File: src/rtl/uart_tx.sv
// -----------------------------------------------------------------------------
// uart_tx
//
// Standalone 8N1 / 8N2 UART transmitter. Bytes offered on a valid/ready
// interface are serialised LSB first onto the tx line: one start bit (low),
// eight data bits, then STOP_BITS stop bits (high). The bit period is derived
// from the system clock as CLKS_PER_BIT = CLK_HZ / BAUD (truncating).
//
// Handshake: a byte is transferred on every rising edge where
// tx_valid && tx_ready. tx_ready is high only while the transmitter is idle.
// The producer may change tx_data freely after the transfer, and tx_valid
// raised while a frame is in flight is ignored (nothing is queued).
//
// Ports:
//   clk        system clock, all logic on the rising edge
//   rst        asynchronous, active-high reset
//   tx_valid   producer has a byte on tx_data
//   tx_data    byte to send, LSB transmitted first
//   tx_ready   high only in IDLE
//   tx         serial line, idle high, driven straight from a flop
//   busy       high from the cycle after accept until the FSM is back in IDLE
//   tx_done    one-cycle pulse on the first IDLE cycle after a frame
//   dbg_state  current FSM state (IDLE=0, START=1, DATA=2, STOP=3)
// -----------------------------------------------------------------------------
module uart_tx #(
    parameter int CLK_HZ    = 25_000_000,
    parameter int BAUD      = 115200,
    parameter int STOP_BITS = 1
) (
    input  logic       clk,
    input  logic       rst,
    input  logic       tx_valid,
    input  logic [7:0] tx_data,
    output logic       tx_ready,
    output logic       tx,
    output logic       busy,
    output logic       tx_done,
    output logic [1:0] dbg_state
);

    localparam int CLKS_PER_BIT = CLK_HZ / BAUD;
    // Keep the counter at least one bit wide so an illegal setting still
    // elaborates far enough to reach the fatal check below.
    localparam int CNT_W = (CLKS_PER_BIT > 2) ? $clog2(CLKS_PER_BIT) : 1;
    localparam logic [CNT_W-1:0] CNT_LAST  = CNT_W'(CLKS_PER_BIT - 1);
    localparam logic [2:0]       STOP_LAST = 3'(STOP_BITS - 1);

    if ((STOP_BITS != 1) && (STOP_BITS != 2)) begin : g_bad_stop_bits
        $fatal(1, "uart_tx: STOP_BITS must be 1 or 2");
    end

    if (CLKS_PER_BIT < 2) begin : g_bad_clks_per_bit
        $fatal(1, "uart_tx: CLK_HZ / BAUD must be at least 2");
    end

    typedef enum logic [1:0] {
        S_IDLE  = 2'd0,
        S_START = 2'd1,
        S_DATA  = 2'd2,
        S_STOP  = 2'd3
    } state_t;

    // ------------------------------------------------------------------
    // Registers
    // ------------------------------------------------------------------
    state_t           r_state;
    logic [CNT_W-1:0] r_cnt;      // clock count inside the current bit
    logic [2:0]       r_bit_idx;  // data bit 0..7, reused as stop-bit index
    logic [7:0]       r_shift;    // captured byte, shifted right per data bit
    logic             r_tx;
    logic             r_done;

    // ------------------------------------------------------------------
    // Next-state signals
    // ------------------------------------------------------------------
    state_t           w_state_next;
    logic [CNT_W-1:0] w_cnt_next;
    logic [2:0]       w_bit_next;
    logic [7:0]       w_shift_next;
    logic             w_tx_next;
    logic             w_done_next;
    logic             w_bit_end;

    assign w_bit_end = (r_cnt == CNT_LAST);

    // ------------------------------------------------------------------
    // State register
    // ------------------------------------------------------------------
    always_ff @(posedge clk or posedge rst) begin
        if (rst) begin
            r_state   <= S_IDLE;
            r_cnt     <= '0;
            r_bit_idx <= '0;
            r_shift   <= '0;
            r_tx      <= 1'b1;
            r_done    <= 1'b0;
        end else begin
            r_state   <= w_state_next;
            r_cnt     <= w_cnt_next;
            r_bit_idx <= w_bit_next;
            r_shift   <= w_shift_next;
            r_tx      <= w_tx_next;
            r_done    <= w_done_next;
        end
    end

    // ------------------------------------------------------------------
    // Next-state logic
    // ------------------------------------------------------------------
    always_comb begin
        w_state_next = r_state;
        w_cnt_next   = r_cnt;
        w_bit_next   = r_bit_idx;
        w_shift_next = r_shift;
        w_done_next  = 1'b0;

        unique case (r_state)
            S_IDLE: begin
                if (tx_valid) begin
                    w_shift_next = tx_data;
                    w_cnt_next   = '0;
                    w_bit_next   = '0;
                    w_state_next = S_START;
                end
            end

            S_START: begin
                if (w_bit_end) begin
                    w_cnt_next   = '0;
                    w_state_next = S_DATA;
                end else begin
                    w_cnt_next = r_cnt + CNT_W'(1);
                end
            end

            S_DATA: begin
                if (w_bit_end) begin
                    w_cnt_next = '0;
                    if (r_bit_idx == 3'd7) begin
                        w_bit_next   = '0;
                        w_state_next = S_STOP;
                    end else begin
                        w_bit_next   = r_bit_idx + 3'd1;
                        w_shift_next = {1'b0, r_shift[7:1]};
                    end
                end else begin
                    w_cnt_next = r_cnt + CNT_W'(1);
                end
            end

            S_STOP: begin
                if (w_bit_end) begin
                    w_cnt_next = '0;
                    if (r_bit_idx == STOP_LAST) begin
                        w_bit_next   = '0;
                        w_done_next  = 1'b1;
                        w_state_next = S_IDLE;
                    end else begin
                        w_bit_next = r_bit_idx + 3'd1;
                    end
                end else begin
                    w_cnt_next = r_cnt + CNT_W'(1);
                end
            end

            default: begin
                w_cnt_next   = '0;
                w_bit_next   = '0;
                w_state_next = S_IDLE;
            end
        endcase
    end

    // The line level is decoded from the *next* state so the registered tx
    // changes on the same edge the FSM enters a new bit; this puts the start
    // bit on the line in the cycle right after accept.
    always_comb begin
        w_tx_next = 1'b1;
        unique case (w_state_next)
            S_START: w_tx_next = 1'b0;
            S_DATA:  w_tx_next = w_shift_next[0];
            default: w_tx_next = 1'b1;
        endcase
    end

    // ------------------------------------------------------------------
    // Outputs
    // ------------------------------------------------------------------
    assign tx        = r_tx;
    assign tx_done   = r_done;
    assign tx_ready  = (r_state == S_IDLE);
    assign busy      = (r_state != S_IDLE);
    assign dbg_state = r_state;

endmodule

File: config.mk
export PLATFORM = sky130hd
export DESIGN_NAME = uart_tx
export DESIGN_NICKNAME = d
export VERILOG_FILES = /design/src/rtl/uart_tx.sv
export SDC_FILE = /design/constraint.sdc
export NUM_CORES = 1
export LEC_CHECK = 0
export ABC_AREA = 1
export BUFFER_PORTS_ARGS = -buffer_cell sky130_fd_sc_hd__buf_2
export CORE_ASPECT_RATIO = 1.4
export CORE_MARGIN = 4
export CORE_UTILIZATION = 45
export DETAILED_ROUTE_END_ITERATION = 7
export SYNTH_ARGS = -nofsm -noshare
export SYNTH_HDL_FRONTEND = slang
export SYNTH_SLANG_ARGS = --single-unit
File: constraint.sdc
create_clock -name clk -period 1.95 [get_ports clk]
set_input_delay 0 -clock clk [delete_from_list [all_inputs] [get_ports clk]]
set_output_delay 0 -clock clk [all_outputs]
set_load 0.05 [all_outputs]
==> flow_metrics.py, run 1 <==
metrics = {
    "status": {
        "status": "finished, final reports clean",
    },
    "detailed_routing": {
        "ant_nets": 0,
        "via_per_inst": 5.11,
        "firstDrtPassIters": 4,
        "drcViolationCount": 0,
        "drtIter0Drc": 33,
        "routedWlPerCell_um": 13.4,
        "vias": 1171,
        "wl_um": 3060,
    },
    "sta": {
        "clock_skew_ns": 0.00567,
        "fmax_mhz": 605,
        "fin_tns_setup_ns": 0,
        "maxSlewViolCount": 0,
        "rsz0062_at_grt": "no",
        "setup_ws_ns": 0.296,
        "timing.slew.headroom": 0.409,
        "fin_crit_ns": 1.65,
        "hold_viol": 0,
        "post-route-period-util": 0.848,
        "timing_worst_slew_pin_value_ns": 0.886,
        "finalSetupViolCount": 0,
    },
    "setup_path": {
        "cp-end-kind": "flip-flop",
        "cp-start-kind": "flip-flop",
        "regToRegStartpoint": "r_cnt[0]",
        "criticalPathCategory": "reg2reg",
        "arrival_ns": 1.79,
        "cp.required_ns": 2.09,
        "reg2reg_slack_ns": 0.30,
        "r2r_end": "r_shift[6]",
        "worstPathMaxFanout": 5,
        "r2r_cells": 11,
        "critPathLaunch": "r_cnt[0]",
    },
    "logic_synthesis": {
        "synth_nets": 181,
        "ys_ff_latch": 23,
        "syn-cell-area_sq_um": 1390,
        "ys_seq_area_frac": 0.416,
        "yosysWarnings": 0,
        "syn_inst": 165,
        "ys_types": 27,
        "syn_avg_cell_area_sq_um": 8.39,
    },
    "global_route": {
        "grt_pass1_vias": 1162,
        "grt_pass1_wl_um": 5010,
        "grt_use_total": 0.169,
        "antenna_found_initial": 0,
        "grt.overflow.total": 0,
        "grt_max_degree": 24,
    },
    "placement": {
        "place_area_sq_um": 1510,
        "port-buffer-count": 16,
        "place_ws_ns": 0.304,
        "place_congestion": 0.895,
        "dp_hpwl_um": 2390,
    },
    "cells_and_area": {
        "ff_latch_area_sq_um": 577,
        "area_growth_pct": 17.4,
        "fillers": 295,
        "final_cell_mix": "nand2_1, dfrtp_1, inv_1, buf_2",
        "final_cell_area_sq_um": 1630,
        "fin_nets": 209,
        "diodes": 0,
        "drive_gt1_frac": 0.255,
        "layout_commonest_cell": "nand2_1",
        "multi_input_area_sq_um": 711,
    },
    "floorplan": {
        "die_w_um": 54.9,
        "std_cell_rows": 23,
        "start_util": 0.477,
        "ioPinCount": 17,
        "dieArea_sq_um": 4040,
        "die-height_um": 73.6,
        "core_sq_um": 2910,
    },
    "clock_network": {
        "post_cts_buffers": 0,
        "htreeDepth": 1,
        "cts_inserted_buffers": 3,
        "clock_latency_ns": 0.26,
        "cts_tree": "built",
        "clkSlewWorstSetupHoldPaths_ns": 0.08,
        "clk_path_buf_depth": 2,
        "cts.repair.resized": 0,
        "cts_sinks": 23,
        "clockRootBuffer": "clkbuf_8",
    },
    "pwr": {
        "power_density_nw_per_um2": 1380,
        "peakVddDrop_mv": 0.705,
        "power_leakage_nw": 0.793,
    },
    "worst_hold_path": {
        "hold_path.startpoint": "tx_data[6]",
        "whs_endpoint": "r_shift[6]",
        "hold_class": "in2reg",
        "min_path_cells": 3,
    },
    "job": {
        "maxCapViolations": 0,
    },
}
-- how the worst max path moves through the flow --
stage | cells past startpoint | end | slack [ns]
2_1_floorplan | 9 | tx | 0.28
3_3_place_gp | 11 | r_shift[6] | 0.33
3_5_place_dp | 11 | r_shift[6] | 0.30
4_1_cts | 11 | r_shift[6] | 0.29
5_1_grt | 11 | r_shift[6] | 0.14
6_report | 11 | r_shift[6] | 0.30
-- metrics by stage --
stage | instances | utilization | hold slack (ns) | power, mW
2_1_floorplan | 165 | - | 0.00118 | 1.69
3_3_place_gp | 218 | 0.520 | 0.223 | 1.91
3_5_place_dp | 218 | 0.520 | 0.225 | 1.95
4_1_cts | 229 | 0.560 | 0.00646 | 2.26
5_1_grt | 229 | 0.560 | 0.0180 | 2.41
6_report | 229 | 0.560 | 0.00504 | 2.24
-- where the power goes --
part           switching (mW)  internal (mW)  total (mW)
clock                   0.144          0.146       0.290
sequential              0.212          0.683       0.895
combinational           0.703          0.350        1.05
-- flip-flops by register name, summed over array words and instances, names as in the netlist --
name,cells
dbg_state,2
r_shift,8
r_bit_idx,3
tx_done,1
tx,1
r_cnt,8
-- logic make-up (layout without fill, tap and decap cells) --
kind of cell,after synthesis,count (layout),share of synthesized area
AO/OA/AOI/OAI,20,20,0.0867
XOR/XNOR,6,6,0.0379
adder cells (fa/ha/maj),5,5,0.0452
buffers and inverters,26,53,0.0705
flip-flops,23,23,0.416
AND/OR/NAND/NOR,85,85,0.343
-- per-layer routing --
metal / track usage / wire length (um) / up-vias
met5: 0 / 0 / -
met4: 0.0757 / 51 / 0
met3: 0.0203 / 85 / 6
met2: 0.321 / 1750 / 25
met1: 0.175 / 1170 / 554
li1: - / - / 586
-- area by class of cell --
type / count / area share
Multi-Input combinational cell: 116 / 0.437
Timing Repair Buffer: 23 / 0.0923
Inverter: 26 / 0.0600
Clock buffer: 4 / 0.0277
Tap cell: 37 / 0.0285
Sequential cell: 23 / 0.355
-- timing repair --
item,4_1_cts,5_1_grt
endpoints found under the hold margin,28,0
setup endpoints to repair,0,0
hold buffers,7,0
-- worst max-delay path, cell delays in order (launching register included) --
cell      delay [ns]
dfrtp_1         0.41
inv_1           0.10
ha_1            0.19
inv_1           0.06
nor2_1          0.16
nand2_1         0.12
nor2_2          0.13
nand2_2         0.07
nand2_2         0.08
inv_2           0.07
nand2_2         0.05
o211ai_1        0.09
-- cell usage after synthesis --
cell type / n / area share
nand2_1: 36 / 0.098
dfrtp_1: 22 / 0.40
inv_1: 21 / 0.057
nand3_1: 10 / 0.036
nor2_1: 10 / 0.027
nor2_2: 7 / 0.032
o21ai_0: 6 / 0.022
o22ai_1: 6 / 0.027
ha_1: 5 / 0.045
inv_2: 5 / 0.014
nand2_2: 5 / 0.023
xor2_1: 5 / 0.032
a22oi_1: 4 / 0.022
nor2_4: 4 / 0.033
nand2_4: 3 / 0.024
nand3_2: 2 / 0.014
nand4_1: 2 / 0.0090
nor3_1: 2 / 0.0072
o21ai_1: 2 / 0.0072
a21oi_1: 1 / 0.0036
dfstp_2: 1 / 0.019
nand2_8: 1 / 0.014
nor2_8: 1 / 0.014
nor3_2: 1 / 0.0072
nor4_1: 1 / 0.0045
o211ai_1: 1 / 0.0054
xnor2_1: 1 / 0.0063
(Power assumes the default switching activity.)
==> run 2: changes to the inputs <==
- PLACE_DENSITY: default -> 0.67
- clock period: 1.95 -> 1.5 ns (I/O delays scaled with it)
==> run 2 against run 1 <==
The flow now finishes with violations (negative setup slack). Combinational power grew 64%. Core utilization up 6.5 points. Die area is the same. Largest cell class unchanged. Total power increased by 44%. Sequential share of layout area fell by 3.6 points. Hold slack improved by 0.0019 ns.
==> flow_metrics.py, run 2 (synthesis results as in run 1) <==
metrics = {
    "floorplan": {
        "std_cell_rows": 23,
        "ioPinCount": 17,
        "core_sq_um": 2910,
        "die-height_um": 73.6,
        "start_util": 0.477,
        "dieArea_sq_um": 4040,
        "die_w_um": 54.9,
    },
    "cells_and_area": {
        "drive_gt1_frac": 0.377,
        "fillers": 257,
        "fin_nets": 224,
        "layout_commonest_cell": "nand2_1",
        "final_util": 0.625,
        "area_growth_pct": 31.2,
        "diodes": 0,
        "final_cell_mix": "nand2_1, dfrtp_1, inv_1, buf_2, buf_4",
        "reg_top3": "r_cnt: 8 flops, r_shift: 8 flops, r_bit_idx: 3 flops",
        "final_cell_area_sq_um": 1820,
    },
    "setup_path": {
        "worstPathCellList": "inv_2 > ha_4 > inv_1 > nor2_2 > nand2_1 > nor2_2 > nand2_2 > nand2_4 > inv_4 > nand2_2 > o211ai_1",
        "criticalPathCategory": "reg2reg",
        "cp-start-kind": "flip-flop",
        "cp.required_ns": 1.64,
        "r2r_cells": 11,
        "cp-end-kind": "flip-flop",
        "worstPathMaxFanout": 5,
        "cpMaxStageDelayCell": "dfrtp_1",
        "cpPeakStageDelay_ns": 0.40,
        "arrival_ns": 1.66,
    },
    "status": {
        "violations": "negative setup slack",
        "status": "complete, but fails checks",
    },
    "sta": {
        "timing.slew.headroom": 0.721,
        "timing_worst_slew_pin_value_ns": 0.418,
        "fin_tns_setup_ns": -0.0242,
        "fmax_mhz": 659,
        "post-route-period-util": 1.01,
        "hold_viol": 0,
        "maxSlewViolCount": 0,
        "rsz0062_at_grt": "yes",
        "setup_ws_ns": -0.0166,
        "clock_skew_ns": 0.00305,
        "finalSetupViolCount": 2,
        "fin_crit_ns": 1.52,
    },
    "pwr": {
        "power_density_nw_per_um2": 1770,
        "power_leakage_nw": 0.863,
        "power.total_mw": 3.22,
        "peakVddDrop_mv": 1.14,
    },
    "placement": {
        "place_ws_ns": -0.0932,
        "port-buffer-count": 16,
        "place_congestion": 0.806,
        "place_area_sq_um": 1580,
        "dp_hpwl_um": 2370,
    },
    "job": {
        "maxCapViolations": 0,
    },
    "global_route": {
        "antenna_found_initial": 0,
        "grt_max_degree": 14,
        "grt_pass1_vias": 1141,
        "grt.overflow.total": 0,
        "grt_use_total": 0.168,
        "grt_pass1_wl_um": 4950,
    },
    "detailed_routing": {
        "via_per_inst": 4.95,
        "drtIter0Drc": 29,
        "drcViolationCount": 0,
        "routedWlPerCell_um": 12.6,
        "wl_um": 3080,
        "vias": 1209,
        "ant_nets": 0,
        "firstDrtPassIters": 4,
    },
    "clock_network": {
        "clockRootBuffer": "clkbuf_8",
        "cts_sinks": 23,
        "clk_path_buf_depth": 2,
        "cts_tree": "built",
        "clock_latency_ns": 0.26,
        "htreeDepth": 1,
        "cts_inserted_buffers": 3,
        "clkSlewWorstSetupHoldPaths_ns": 0.08,
    },
    "worst_hold_path": {
        "min_path_cells": 3,
        "hold_class": "in2reg",
    },
}
## run 2: changes by cell type in the layout (fill, tap and decap cells not counted), moves of 2 or more
cell	before	now
nand2_4	3	5
buf_4	0	15
nand3_2	2	4
ha_1	5	2
nor2_1	10	8
inv_4	0	2
nor2_2	7	9
dfrtp_2	0	2
nand3_1	10	8
dfrtp_1	22	20
inv_1	21	18
ha_4	0	2
## run 2: area by class of cell
class | instances | area, sq um | area share
well taps | 37 | 46.3 | 0.0255
clock buffers | 4 | 45.0 | 0.0248
flip-flops and latches | 23 | 579 | 0.319
multi-input cells | 116 | 777 | 0.428
inverters | 26 | 106 | 0.0585
repair buffers | 38 | 263 | 0.145
## run 2: per-stage QoR
step                      std cells  hold slack [ns]
after CTS                       239           0.0196
after global placement          226         -0.00523
after detailed placement        226          0.00797
after global routing            244           0.0198
after floorplan                 165          0.00104
final                           244          0.00692
## run 2: metal layers
metal / up-vias / global-route usage / share of wire
li1: 619 / - / -
met1: 567 / 0.187 / 0.40
met2: 18 / 0.309 / 0.56
met3: 5 / 0.0243 / 0.026
met4: 0 / 0.0568 / 0.016
met5: - / 0 / 0
## run 2: timing repair
action / 4_1_cts / 5_1_grt
endpoints found under the hold margin: 16 / 0
hold buffers: 7 / 0
pin swaps: 4 / 11
setup endpoints to repair: 4 / 15
buffers inserted: 2 / 5
gates resized for setup: 6 / 13
## run 2: path summary, 6_finish.rpt
kind                            startpoint            to  slack [ns]
worst max register to register    r_cnt[1]    r_shift[6]       -0.02
min in group asynchronous              rst  r_bit_idx[2]        0.27
worst min register to register  r_shift[5]    r_shift[5]        0.49
max in group asynchronous              rst            tx        0.63
worst min-delay path            tx_data[1]    r_shift[1]       0.007
worst max-delay path              r_cnt[1]    r_shift[6]       -0.02
## run 2: critical path: cells and delay by family, from the launching register on
family                     cells  cell delay, ns
adders and majority gates      1            0.15
and+or+nand+nor                6            0.56
AOI/OAI and AO/OA              1            0.08
DFF                            1            0.40
buffers and inverters          3            0.20
## run 2: power by group
group / leakage, nW / switching, mW / internal [mW]
registers: 0.278 / 0.228 / 0.892
logic: 0.563 / 1.07 / 0.654
clock network: 0.0228 / 0.188 / 0.189
